<file path="config.mk">
export PLATFORM = sky130hd
export DESIGN_NAME = io_switch_debounce
export DESIGN_NICKNAME = d
export VERILOG_FILES = /design/src/rtl/io_switch_debounce.sv
export SDC_FILE = /design/constraint.sdc
export NUM_CORES = 1
export LEC_CHECK = 0
export ABC_CLOCK_PERIOD_IN_PS = 2600
export CORE_MARGIN = 1.5
export CORE_UTILIZATION = 33
export DETAILED_ROUTE_END_ITERATION = 10
export GPL_ROUTABILITY_DRIVEN = 0
export HOLD_SLACK_MARGIN = 0.12
export PLACE_DENSITY = 0.51
export SYNTH_ARGS = -nofsm -noshare
export SYNTH_HDL_FRONTEND = slang
export SYNTH_SLANG_ARGS = --single-unit
</file>
<file path="constraint.sdc">
create_clock -name io_clk -period 2.6 [get_ports io_clk]
set_input_delay 0.52 -clock io_clk [delete_from_list [all_inputs] [get_ports io_clk]]
set_output_delay 0.52 -clock io_clk [all_outputs]
set_load 0.01 [all_outputs]
</file>
<file path="src/rtl/io_switch_debounce.sv">
// Purpose: two-flop sync plus per-bit stability-counter debounce of raw switch/key levels.
// Latency: a held level change is accepted at edge CNT_MAX+2; rise_pulse/event_flags update on that edge.
// Backpressure: none; free-running, evt_clr clears the sticky flags but a coincident press wins.
module io_switch_debounce #(
  parameter int WIDTH   = 10,
  parameter int CNT_MAX = 50000,
  parameter int CNT_W   = 16
) (
  input  logic             io_clk,
  input  logic             resetn,
  input  logic [WIDTH-1:0] raw_in,
  input  logic             evt_clr,
  output logic [31:0]      port_data,
  output logic [WIDTH-1:0] rise_pulse,
  output logic [WIDTH-1:0] event_flags
);

  typedef enum logic {ST_LOW = 1'b0, ST_HIGH = 1'b1} state_t;

  localparam logic [CNT_W-1:0] LP_LAST = CNT_W'(CNT_MAX - 1);

  logic [WIDTH-1:0] r_s1;
  logic [WIDTH-1:0] r_s2;
  logic [WIDTH-1:0] w_stable;
  logic [WIDTH-1:0] w_rise;
  logic [WIDTH-1:0] r_rise;
  logic [WIDTH-1:0] r_flags;

  always_ff @(posedge io_clk or negedge resetn) begin
    if (!resetn) begin
      r_s1 <= '0;
      r_s2 <= '0;
    end else begin
      r_s1 <= raw_in;
      r_s2 <= r_s1;
    end
  end

  for (genvar g = 0; g < WIDTH; g++) begin : g_bit
    state_t           r_state;
    logic [CNT_W-1:0] r_cnt;
    logic             w_diff;

    assign w_diff      = r_s2[g] ^ (r_state == ST_HIGH);
    assign w_stable[g] = (r_state == ST_HIGH);
    assign w_rise[g]   = w_diff && (r_cnt == LP_LAST) && (r_state == ST_LOW);

    // Any agreeing cycle restarts the count, so only an unbroken run flips the state.
    always_ff @(posedge io_clk or negedge resetn) begin
      if (!resetn) begin
        r_state <= ST_LOW;
        r_cnt   <= '0;
      end else if (!w_diff) begin
        r_cnt <= '0;
      end else if (r_cnt == LP_LAST) begin
        r_state <= (r_state == ST_LOW) ? ST_HIGH : ST_LOW;
        r_cnt   <= '0;
      end else begin
        r_cnt <= r_cnt + 1'b1;
      end
    end
  end

  // Clear and set in the same cycle keeps the flag so no press is lost.
  always_ff @(posedge io_clk or negedge resetn) begin
    if (!resetn) begin
      r_rise  <= '0;
      r_flags <= '0;
    end else begin
      r_rise  <= w_rise;
      r_flags <= (evt_clr ? '0 : r_flags) | w_rise;
    end
  end

  always_comb begin
    port_data              = '0;
    port_data[WIDTH-1:0]   = w_stable;
  end

  assign rise_pulse  = r_rise;
  assign event_flags = r_flags;

endmodule

</file>
==> results by stage, run 1 <==
Critical path:
- The worst register-to-register path ends at g_bit[9].r_cnt[4].
- The number of cells on the worst reg-to-reg path is 5.
- The worst setup path is launched from a flip-flop.
- The biggest cell delay along the critical path is 0.58 ns.
- The signal on the critical path passes through ha_1, nand4_1, or4_1, nand2_1, nor2_1.
- For this design, the slowest cell found on the critical path is sky130_fd_sc_hd__or4_1.
- Setup slack on the worst reg-to-reg path comes out at about 0.53 ns.
- The type of the worst setup path is flip-flop to flip-flop.
- The critical path contains buffers and inverters numbering 0 combined.
- The worst path arrival time is 2.44 ns.
- Data on the critical path is required at its endpoint by 2.97 ns.
- The worst setup path is captured at a flip-flop.
- In this run the critical register-to-register path is launched from g_bit[9].r_cnt[0].
- The cell family contributing the most delay on the critical path is simple AND/OR/NAND/NOR gates.
- Along the worst path, the maximum fanout reaches 15.

Synth:
- The register bit count reported by yosys is 210.
- Ranked by instance count, the synthesized netlist is headed by 210 x sky130_fd_sc_hd__dfrtp_1, 182 x sky130_fd_sc_hd__nor2_1, 122 x sky130_fd_sc_hd__xnor2_1.
- The average footprint of a synthesized cell is 10.6 um^2.
- The share of Yosys cell area claimed by the top area cell type is 0.521.
- After synthesis, the cell types taking the most area are sky130_fd_sc_hd__dfrtp_1 52%, sky130_fd_sc_hd__xnor2_1 11%, sky130_fd_sc_hd__nor2_1 6.8%.
- In the synthesized netlist the dominant register cell turns out to be sky130_fd_sc_hd__dfrtp_1.
- The leading cell type by number of instances after synthesis is sky130_fd_sc_hd__dfrtp_1.
- The gate count after technology mapping is 947.
- The number of different library cells in the post-synthesis netlist is 40.
- Yosys printed 0 warnings.
- The synthesized design spends more area on one cell type than any other, namely sky130_fd_sc_hd__dfrtp_1.
- The portion of the post-synthesis area used by sequential elements is 0.521.
- Summing every instance area after synthesis gives 10,100 um^2.
- The number of enable-type register cells in the synthesized netlist is 0.
- Of all flip-flops after synthesis, the portion carrying an async set or reset was 1.00.

Timing:
- Of the available clock period, the critical path in the final layout requires 0.794.
- Headroom to the max-slew limit came out at 0.663.
- Setup violations remaining at the end of the flow were counted as 0.
- The smallest clock period supported by the final layout is computed as 2.07 ns.
- The setup TNS is 0 ns.
- The actual slew at the worst max-slew pin is 0.504 ns.
- The hold violation total from the final report is 0.
- The number of slew-limit violations in the final report was 0.
- Derived from the worst setup path, the maximum achievable clock frequency is 0.484 GHz.
- Setup repair after global routing left no endpoint under its margin.
- The maximum clock skew at final layout is 0.0227 ns.

Power and ir drop:
- The leakage power is about 4.7 nW.
- The sum of internal, switching and leakage power is ~0.0071 W.
- The maximum vdd drop is 0.426 mV.
- The total power density per cell area is between 600 and 700 nW/um^2.

Clocking:
- In this run, post-CTS repair resized a total of 0 instances.
- The count of clock tree sinks is 210.
- CTS built an H-tree with a depth of 1.
- In this run, CTS created clock tree buffers numbering 25.
- The clock root buffer is sky130_fd_sc_hd__clkbuf_16.
- The clock-pin transition on the worst setup and hold timing paths is 0.06 ns.
- The clock tree from TritonCTS is yes.
- No sink is reached through more buffers than the 3 on the longest clock path.
- The clock insertion delay at the later pin of the skew report is around 0.52 ns.

Placement:
- The HPWL after detailed placement is 12,200 um.
- Input and output buffers added on the ports amount to 42.

GRT:
- The initial antenna violation count is 0.
- The maximum number of pins on one net before global-route repair is 63.
- For this run the aggregate overflow at the end of global routing stands at 0.
- For this run, the total global-route usage over all layers was measured as 0.123.
- The wire length of the first global-routing pass is 32,200 um.
- The via count of the first global-routing pass was 6,497.

Min path:
- The classification of the worst-slack hold path is flip-flop to flip-flop.
- The hold path depth is 0.
- The worst hold path terminates at r_s2[0].
- The startpoint of the lowest-slack hold path is r_s1[0].

Finish:
- At the end of the flow, the number of nets in the layout was slightly above 1,000.
- Of the cells placed in the final design, the portion with a size suffix greater than 1 is 0.0867.
- The repair_antennas step left the layout with diodes totalling 0.
- Compared with the post-synthesis result, the final layout area differs by 14.5%.

Detailed routing:
- The detail route stage leaves a number of antenna-violating nets equal to 0.
- After detailed routing, the total wire length is 18,600 um.
- The count of TritonRoute iterations in the first routing pass is 4.
- The first routing iteration left 436 violations.
- In the routed layout, each cell is associated on average with a via count of 4.79.
- After detailed routing, the number of remaining DRC violations is 0.
- The via count is 6,670.
- Dividing the detail-routed wire length by the instance count gives 13.4 um.

Run status:
- The run finished with clean final reports.

Floorplanning:
- The region available for standard cell placement spans 29,900 um^2.
- The floorplan has 63 rows.
- The number of ports placed on the die boundary is 65.
- The floorplan die width is 178 um.
- The total die area is roughly 32,000 um^2.
- The initial utilization of the core area, before any placement, comes to 0.337.
- The die extent in y is 178 um.

Run:
- Max-cap violations in this run came to 0.
-- power by group --
group / switching, W / internal (W)
Clock: 0.00134 / 0.00218
Combinational: 0.000155 / 0.0000745
Sequential: 0.0000484 / 0.00332
-- worst reg2reg max path: cells and delay by family (launching register included) --
family / cells / cell delay [ns]
adder cells (fa/ha/maj): 1 / 0.22
flip-flops: 1 / 0.39
AND/OR/NAND/NOR: 4 / 1.34
-- layer usage --
layer / routed length [um] / vias up / track usage
met1: 9340 / 3244 / 0.175
met3: 585 / 21 / 0.0214
met2: 8300 / 83 / 0.194
li1: - / 3322 / -
met4: 404 / 0 / 0.0326
met5: 0 / - / 0
-- layout make-up --
type	count	area (um^2)
inverters	25	93.8
clock inverters	8	93.8
repair buffers	48	510
flip-flops and latches	210	5260
well taps	390	488
fillers	2923	18300
clock buffers	36	747
multi-input cells	676	4360
-- metrics by stage --
step / cells / hold WS [ns] / setup slack, ns / utilization / area (um^2)
after CTS: 1393 / 0.346 / 0.502 / 0.386 / 11500
after global placement: 1348 / 0.333 / 0.562 / 0.358 / 10700
after global routing: 1393 / 0.351 / 0.345 / 0.386 / 11500
after floorplan: 968 / 0.224 / 0.674 / - / 10200
after detailed placement: 1348 / 0.335 / 0.517 / 0.358 / 10700
final: 1393 / 0.346 / 0.535 / 0.386 / 11500
-- flip-flops by register name, indices dropped and copies added, names as in the netlist --
signal / flops
event_flags: 10
g_bit.r_cnt: 160
g_bit.r_state: 10
r_s1: 10
r_s2: 10
rise_pulse: 10
-- placed cells by master (no fill, tap or decap), types with 27 or more instances in the layout --
cell / netlist / layout
sky130_fd_sc_hd__clkdlybuf4s50_1: 0 / 41
sky130_fd_sc_hd__dfrtp_1: 210 / 210
sky130_fd_sc_hd__nand3_1: 50 / 50
sky130_fd_sc_hd__nand4_1: 46 / 46
sky130_fd_sc_hd__nor2_1: 182 / 182
sky130_fd_sc_hd__nor3_1: 33 / 33
sky130_fd_sc_hd__nor4_1: 53 / 53
sky130_fd_sc_hd__xnor2_1: 122 / 122
sky130_fd_sc_hd__xor2_1: 27 / 27
-- worst max path at each step --
stage / startpoint / to / cells past startpoint / slack, ns
after global placement: g_bit[9].r_cnt[0] / g_bit[9].r_cnt[3] / 5 / 0.56
after detailed placement: g_bit[9].r_cnt[0] / g_bit[9].r_cnt[6] / 5 / 0.52
final: g_bit[9].r_cnt[0] / g_bit[9].r_cnt[4] / 5 / 0.53
after global routing: g_bit[9].r_cnt[0] / g_bit[9].r_cnt[4] / 5 / 0.34
after CTS: g_bit[9].r_cnt[0] / g_bit[9].r_cnt[4] / 5 / 0.50
after floorplan: g_bit[0].r_cnt[7] / g_bit[0].r_state / 4 / 0.67
-- kinds of logic (layout without fill, tap and decap cells) --
family                     after synthesis  in the layout  synth area share
DFF                                    210            210             0.521
adders and majority gates               10             10            0.0124
and+or+nand+nor                        473            473             0.259
xor gates and xnor gates               149            149             0.129
buffers and inverters                   82            117            0.0541
other                                    1             22          0.000372
muxes                                   10             10            0.0142
AOI/OAI and AO/OA                       12             12           0.00881
-- timing repair --
action	in CTS	in global routing
endpoints found under the hold margin	59	0
hold buffers	1	0
buffers inserted	0	0
(Power assumes the default switching activity.)
==> run 2: changes to the inputs <==
--- a/config.mk
+++ b/config.mk
@@ -5,7 +5,7 @@
 export SDC_FILE = /design/constraint.sdc
 export NUM_CORES = 1
 export LEC_CHECK = 0
-export ABC_CLOCK_PERIOD_IN_PS = 2600
+export ABC_CLOCK_PERIOD_IN_PS = 2000
 export CORE_MARGIN = 1.5
 export CORE_UTILIZATION = 33
 export DETAILED_ROUTE_END_ITERATION = 10
==> constraint.sdc (replaced) <==
create_clock -name io_clk -period 2 [get_ports io_clk]
set_input_delay 0.4 -clock io_clk [delete_from_list [all_inputs] [get_ports io_clk]]
set_output_delay 0.4 -clock io_clk [all_outputs]
set_load 0.01 [all_outputs]
==> results by stage, run 2 (synthesized netlist as in run 1, its figures left out) <==
Run status:
- The flow ran to the end, and the final reports show no timing, DRC or antenna violations.

Clocking:
- The number of buffers added by the clock tree synthesis step is 25.
- In this run the deepest clock path goes through 3 buffers.
- The buffer count from post-CTS setup fixing is 0.
- In this run the number of H-tree levels came out at 1.
- The clock tree from TritonCTS is yes.
- CTS placed an instance of sky130_fd_sc_hd__clkbuf_16 at the clock tree root.
- The clock drives 210 sinks.
- At the later pin of the worst-skew pair, clock insertion delay measures between 0.5 and 0.6 ns.
- The clock-pin transition on the worst setup and hold timing paths is 0.06 ns.

Critical path:
- The number of cells on the worst reg-to-reg path is 3.
- Of all nets on the critical path, the largest fanout is 3.
- The top cell family by delay on the critical path is simple AND/OR/NAND/NOR gates.
- The cell with the largest stage delay on the worst path is sky130_fd_sc_hd__or4_4.
- The critical path goes through or4bb_1, or4_4, mux2_4.
- In this run the worst setup path begins at g_bit[8].r_cnt[12].
- The setup slack of the most critical reg-to-reg path is 0.06 ns.
- In this run the critical register-to-register path is launched from g_bit[8].r_cnt[12].
- The endpoint kind of the worst setup timing path is a flip-flop.
- At the worst endpoint, the arrival time is around 2.3 ns.
- The number of buffers and inverters on the critical path is 0.
- STA classifies the critical path startpoint as a flip-flop.
- On the worst path, the slowest cell contributes a delay of 0.58 ns.
- The critical path is of the flip-flop to flip-flop type.
- The endpoint identified for the worst register-to-register timing path is g_bit[8].r_state.
- STA puts the critical path data required time at 2.39 ns.

Floorplanning:
- The row count is 63.
- The total die area is about 32,000 um^2.
- The area of the placeable core is 29,900 um^2.
- The starting utilization of the core area is 0.337.
- The floorplan step set the die height to 178 um.
- Measured along the x axis, the die boundary spans 178 um.
- The number of ports placed on the die boundary is 65.

Finish:
- The number of inserted diodes is 0.
- The top cell types in the final layout, fill and taps aside, are 210 x sky130_fd_sc_hd__dfrtp_1, 182 x sky130_fd_sc_hd__nor2_1, 122 x sky130_fd_sc_hd__xnor2_1.
- Counting the fill cells in the layout gives 2,888.
- From synthesis to final layout, the design area changed by 18.8%.
- The largest register by flop count is g_bit.r_cnt.
- Leaving out fill and tap cells, the most frequent cell in the layout is sky130_fd_sc_hd__dfrtp_1.
- At the end of the flow, the number of nets in the layout was 1,069.
- In the final layout, the share of cells above drive strength 1 is 0.137.
- After the flow finishes, the layout carries non-filler instances totaling 1,452.
- For this run, the share of the core covered by cells in the final layout is 0.401.
- The flip-flop count of the largest register, all copies and words added is 160.

GRT:
- The via count of the first global-routing pass is 6,866.
- The aggregate global routing overflow is 0.
- The initial antenna violation count is 0.
- In the global route stage, overall resource usage came out at 0.128.
- Entering global routing, the biggest net connects 60 pins.
- The first global-routing pass estimated 33,500 um of wire.

Placement:
- OpenSTA, run right after detailed placement, puts the worst setup slack at 0.0507 ns.
- In this run, placement finished with an instance count of around 1,400.
- The half-perimeter wire length after placement is 13,000 um.
- The number of input and output port buffers inserted is 42.

Timing:
- The maximum clock skew at final layout is 0.00703 ns.
- The number of slew-limit violations in the final report is 0.
- Timing would allow up to 0.514 GHz.
- The post-layout minimum cycle time is 1.94 ns.
- The setup TNS is 0 ns.
- Setup repair after global routing left no endpoint under its margin.
- The hold violation total from the final report is 0.
- The ratio of final minimum period to clock period is 0.972.
- The final-report setup violation count is 0.
- After layout, the worst setup slack is around 0.055 ns.

Detailed routing:
- The detail route stage leaves a number of antenna-violating nets equal to 0.
- The first TritonRoute pass finished after 4 iterations.
- After detailed routing, the number of remaining DRC violations is 0.
- The overall routed net length is between 15,000 and 20,000 um.
- The average wire length per cell after detail routing is 13.2 um.
- In this run, the number of DRC markers left after iteration 0 of detailed routing was around 380.
- The via count is 6,879.
- Using the TritonRoute via totals, the vias-per-cell ratio works out to around 4.7.

Min path:
- The worst-case hold path end point is r_s1[1].
- The startpoint of the lowest-slack hold path is raw_in[1].
- The hold path depth is 1.
- The classification of the worst-slack hold path is primary input to flip-flop.

Power and ir drop:
- For this design the static power due to leakage is 4.94 nW.
- The total power density per cell area is 764 nW/um^2.
- VDD sags by at most roughly 0.55 mV.
- The sum of internal, switching and leakage power is 0.00915 W.

Run:
- The tool flagged a number of max-cap violations equal to 0.
run 2: final cells by class:
| type | count | area [um^2] | share of cell area |
|---|---|---|---|
| clock buffer | 35 | 713 | 0.0596 |
| clock inverter | 8 | 92.6 | 0.00773 |
| inverter | 25 | 93.8 | 0.00784 |
| multi-input combinational | 676 | 4370 | 0.365 |
| sequential | 210 | 5260 | 0.439 |
| tap | 390 | 488 | 0.0408 |
| timing repair buffer | 108 | 961 | 0.0803 |
run 2: layer usage:
metal	global-route usage	vias up	part of all wire	wire, um
li1	-	3431	-	-
met1	0.180	3334	0.50	9580
met2	0.203	82	0.44	8510
met3	0.0191	32	0.031	590
met4	0.0417	0	0.024	450
met5	0	-	0	0
run 2: worst max-delay path by stage:
stage | slack [ns] | cells after the start | endpoint
detailed placement | 0.05 | 4 | g_bit[4].r_cnt[2]
floorplan | 0.07 | 4 | g_bit[0].r_state
global route | 0.008 | 1 | port_data[9]
CTS | 0.04 | 4 | g_bit[4].r_cnt[10]
finish | 0.06 | 3 | g_bit[8].r_state
global placement | 0.09 | 4 | g_bit[4].r_cnt[14]
run 2: power breakdown:
part	total [W]	switching [W]	internal (W)
clock	0.00446	0.00174	0.00272
sequential	0.00438	0.0000625	0.00432
combinational	0.000308	0.000203	0.000106
total	0.00915	0.00201	0.00715
run 2: worst reg2reg max path, stage by stage (launching register included):
cell and delay, ns:
sky130_fd_sc_hd__dfrtp_1 0.39, sky130_fd_sc_hd__or4bb_1 0.54, sky130_fd_sc_hd__or4_4 0.58, sky130_fd_sc_hd__mux2_4 0.32
run 2: metrics by stage:
| step | hold WS (ns) | instance area, um^2 |
|---|---|---|
| global placement | 0.332 | 11100 |
| CTS | 0.299 | 12000 |
| floorplan | 0.104 | 10200 |
| finish | 0.321 | 12000 |
| detailed placement | 0.337 | 11100 |
| global route | 0.299 | 12000 |
run 2: repair_timing:
action,CTS,global route
hold endpoints to repair,52,0
hold buffers,1,0
setup endpoints to repair,0,11
resized for setup,0,2
